==> src/rtl/param_register_file.sv <==
// Register bank, DEPTH x WIDTH, with one write port, two combinational read ports and a shift (delay-line) mode.
// Latency: writes are visible on the read ports one edge later; reads are combinational.
// Backpressure: none, the bank accepts every update. Optional write-through reads under REGFILE_BYPASS_EN.
module param_register_file #(
  parameter int WIDTH  = 8,
  parameter int DEPTH  = 8,
  parameter int ADDR_W = 3
) (
  input  logic              clk,
  input  logic              reset,
  input  logic              clear,
  input  logic              shift_en,
  input  logic              wr_en,
  input  logic [ADDR_W-1:0] wr_addr,
  input  logic [WIDTH-1:0]  wr_data,
  input  logic [ADDR_W-1:0] rd_addr_a,
  output logic [WIDTH-1:0]  rd_data_a,
  input  logic [ADDR_W-1:0] rd_addr_b,
  output logic [WIDTH-1:0]  rd_data_b,
  output logic [WIDTH-1:0]  shift_out
);

  logic [WIDTH-1:0] entry [DEPTH];
  logic [DEPTH-1:0] wr_sel;

  genvar i;
  generate
    for (i = 0; i < DEPTH; i++) begin : g_entry
      logic [WIDTH-1:0] q;
      logic [WIDTH-1:0] d;
      logic [WIDTH-1:0] shift_src;
      logic             en;

      if (i == 0) begin : g_head
        assign shift_src = wr_data;
      end else begin : g_tap
        assign shift_src = entry[i-1];
      end

      // Out-of-range write addresses match no entry, so they are dropped here.
      assign wr_sel[i] = wr_en && (wr_addr == ADDR_W'(i));
      assign en        = clear || shift_en || wr_sel[i];
      assign d         = clear ? '0 : (shift_en ? shift_src : wr_data);

      always_ff @(posedge clk or negedge reset) begin
        if (!reset) begin
          q <= '0;
        end else if (en) begin
          q <= d;
        end
      end

      assign entry[i] = q;
    end
  endgenerate

`ifdef REGFILE_BYPASS_EN
  logic byp_ok;
  assign byp_ok = reset && !shift_en && !clear && (|wr_sel);
`endif

  always_comb begin
    rd_data_a = '0;
    rd_data_b = '0;
    for (int k = 0; k < DEPTH; k++) begin
      if (rd_addr_a == ADDR_W'(k)) rd_data_a = entry[k];
      if (rd_addr_b == ADDR_W'(k)) rd_data_b = entry[k];
    end
`ifdef REGFILE_BYPASS_EN
    if (byp_ok && (rd_addr_a == wr_addr)) rd_data_a = wr_data;
    if (byp_ok && (rd_addr_b == wr_addr)) rd_data_b = wr_data;
`endif
  end

  assign shift_out = entry[DEPTH-1];

endmodule

==> config.mk <==
export PLATFORM = sky130hd
export DESIGN_NAME = param_register_file
export DESIGN_NICKNAME = d
export VERILOG_FILES = /design/src/rtl/param_register_file.sv
export SDC_FILE = /design/constraint.sdc
export NUM_CORES = 1
export LEC_CHECK = 0
export BUFFER_PORTS_ARGS = -buffer_cell sky130_fd_sc_hd__buf_2
export CAP_MARGIN = 25
export CORE_MARGIN = 2
export CORE_UTILIZATION = 40
export DETAILED_ROUTE_END_ITERATION = 16
export SETUP_SLACK_MARGIN = 0.2
export SLEW_MARGIN = 15
export SYNTH_ARGS = -nofsm -noshare
export SYNTH_HDL_FRONTEND = slang
export SYNTH_SLANG_ARGS = --single-unit
==> constraint.sdc <==
create_clock -name clk -period 3.58 [get_ports clk]
set_input_delay 0.537 -clock clk [delete_from_list [all_inputs] [get_ports clk]]
set_output_delay 0.537 -clock clk [all_outputs]
set_load 0.05 [all_outputs]
==> out/qor.yml <==
worst_setup_path:
  cp_top_family: "multiplexers"
  worstPathArrival_ps: 2210
  crit_buf_inv: 2
  crit_path_max_fanout: 25
  worstSetupStartpointType: "input pin"
  r2r-end: "g_entry[3].q[4]"
  required_ps: 3040
  ff2ff_path_depth: 3
  path_cells: "buf_2 -> mux4_2 -> mux2_2 -> buf_2"
  r2r_slack_ps: 2590
  reg2reg_from: "g_entry[2].q[4]"
  cp_slowest_cell: "mux4_2"
  critical_path.max_stage_delay_ps: 600
  path_class: "in -> out"
  path_depth: 4
  endpoint_kind: "output pin"
  cp_common_cell: "buf_2"
timing:
  setup_violations: 0
  fin_crit_sh_pct: 76.8
  slew_headroom_pct: 50.3
  tightest_slew_ps: 745
  layout_min_cycle_time_ps: 2750
  tns_ps: 0
  final_max_slew_viol_count: 0
  finalHoldViolCount: 0
  timing.fmax_mhz: 364
  fin_skew_ps: 11.9
  rsz0062_at_grt: "false"
  setup_slack_ps: 832
global_route:
  grtUsageTotal_pct: 20.3
  grt_max_degree: 66
  first_global_vias: 3359
  antenna_found_initial: 0
  grt_pass1_wl_um: 17700
  overflow: 0
clock_tree:
  ctsHoldBuffers: 0
  clockRootBuffer: "clkbuf_8"
  clock_sinks: 64
  cts.path.max_buffers: 2
  cts_buffers: 9
  h-tree-depth: 3
  postCtsSetupBuffers: 0
  path_clk_slew_ps: 80
  cts-resized-gates: 0
  clk_latency_ps: 340
  cts_tree: "built"
drt:
  ant_nets: 0
  wirelength_um: 10700
  wl_per_cell_um: 19.9
  first_iter_violations: 136
  avgViaCountPerCell: 5.74
  via_count: 3081
  first_pass_iters: 4
  drc: 0
floorplan:
  chipHeight_um: 106
  die_w_um: 106
  die_area_um2: 11200
  rows: 37
  ios: 46
  core-area_um2: 10200
  initial_core_util_pct: 40.7
placed_design:
  port_buffers: 45
  gp_congestion: 0.782
  placed_area_um2: 4450
  dp_hpwl_um: 6610
  pre_cts_ws_ps: 820
synth:
  synthTopCellsByArea: "dfrtp_1 (38%), mux2_2 (22%), mux4_2 (13%)"
  syn-num-nets: 387
  synth_cells: 365
  synth-seq-cells: 64
  async_reset_ff_share_pct: 100
  yosys_warnings: 0
  ys_types: 26
  synth_edf_count: 0
  seq_area_frac_synth_pct: 38.5
  mappedNetlistArea_um2: 4160
  synthFlopType: "dfrtp_1"
  avgSynthCellArea_um2: 11.4
  synth_top_area_share_pct: 38.5
  synth_top_cell_by_area: "dfrtp_1"
cells_and_area:
  fill_cells: 984
  drive_above_1_share_pct: 45.1
  antenna_cells: 0
  area_growth_pct: 11.8
  fin_area_um2: 4650
  final_net_count: 418
pwr:
  pwr-share-seq_pct: 43.4
  p_leak_uw: 0.00203
  power_frac_comb_pct: 24.0
  power_density_nw_per_um2: 412
  switchingPower_uw: 619
  p_int_uw: 1300
  switching_share_pct: 32.3
  peakVddDrop_uv: 134
  clockPowerShare_pct: 32.6
hold_path:
  hold_path_class: "in -> async"
status:
  outcome: "finished clean"
flow_run:
  drv_cap: 0
==> placed cells by master, fill, tap and decap left out, types with 2 or more instances in the layout <==
| cell | n |
|---|---|
| a21o_1 | 4 |
| a21oi_1 | 56 |
| a22oi_1 | 8 |
| a31oi_4 | 3 |
| a32oi_1 | 4 |
| buf_2 | 45 |
| buf_4 | 3 |
| clkbuf_8 | 10 |
| clkinv_2 | 2 |
| dfrtp_1 | 64 |
| inv_2 | 2 |
| mux2_2 | 83 |
| mux2i_1 | 4 |
| mux4_2 | 24 |
| nand2_1 | 57 |
| nand2b_1 | 8 |
| nor2_1 | 2 |
| nor2b_1 | 9 |
| o31ai_4 | 3 |
==> how the worst max path moves through the flow <==
stage | from | to
2_1_floorplan | rd_addr_b[0] | rd_data_b[1]
3_3_place_gp | rd_addr_b[0] | rd_data_b[0]
3_5_place_dp | rd_addr_b[0] | rd_data_b[0]
4_1_cts | rd_addr_b[0] | rd_data_b[0]
5_1_grt | rd_addr_b[0] | rd_data_b[7]
6_report | rd_addr_b[0] | rd_data_b[0]
==> logic make-up after synthesis <==
logic type,count (synthesis),synth area share [%]
buf+inv,30,3.22
simple gates,79,8.36
compound gates,80,13.2
flops,64,38.5
mux,112,36.7
==> layout make-up <==
class | count | area, um^2 | share of cell area, %
clock buffers | 11 | 141 | 3.04
clock inverters | 5 | 56.3 | 1.21
inverters | 2 | 7.51 | 0.161
multi-input cells | 271 | 2420 | 52.2
flip-flops and latches | 64 | 1600 | 34.4
well taps | 136 | 170 | 3.66
repair buffers | 48 | 248 | 5.33
==> power by group through the flow <==
stage | registers, uW | clock network, uW | logic, uW
6_report | 832 | 626 | 460
4_1_cts | 830 | 644 | 464
3_3_place_gp | 841 | 0 | 457
3_5_place_dp | 844 | 0 | 463
2_1_floorplan | 850 | 0 | 333
5_1_grt | 840 | 676 | 494
==> metrics by stage <==
stage	util (%)	power (uW)	std cells	hold WS (ps)
CTS	45.4	1940	537	157
global placement	43.5	1300	521	519
floorplan	-	1180	365	241
finish	45.4	1920	537	153
detailed placement	43.5	1310	521	525
global route	45.4	2010	537	180
==> cells in the mapped netlist, types with 2 or more instances <==
library cell,number
a21o_1,4
a21oi_1,56
a22oi_1,8
a31oi_4,3
a32oi_1,4
buf_1,5
buf_2,5
buf_4,2
clkbuf_1,15
dfrtp_1,64
inv_2,2
mux2_2,83
mux2i_1,4
mux4_2,24
nand2_1,57
nand2b_1,8
nor2_1,2
nor2b_1,9
o31ai_4,3
==> flip-flops by register name, summed over array words and instances (netlist names) <==
| register | count |
|---|---|
| g_entry.q | 56 |
| shift_out | 8 |
==> layer usage <==
layer	part of all wire (%)	vias up	track usage [%]
met3	3.9	16	3.43
met4	1.8	0	7.05
met2	50	77	34.2
met5	0	-	0
met1	44	1581	26.4
li1	-	1407	-
(Power assumes the default switching activity.)
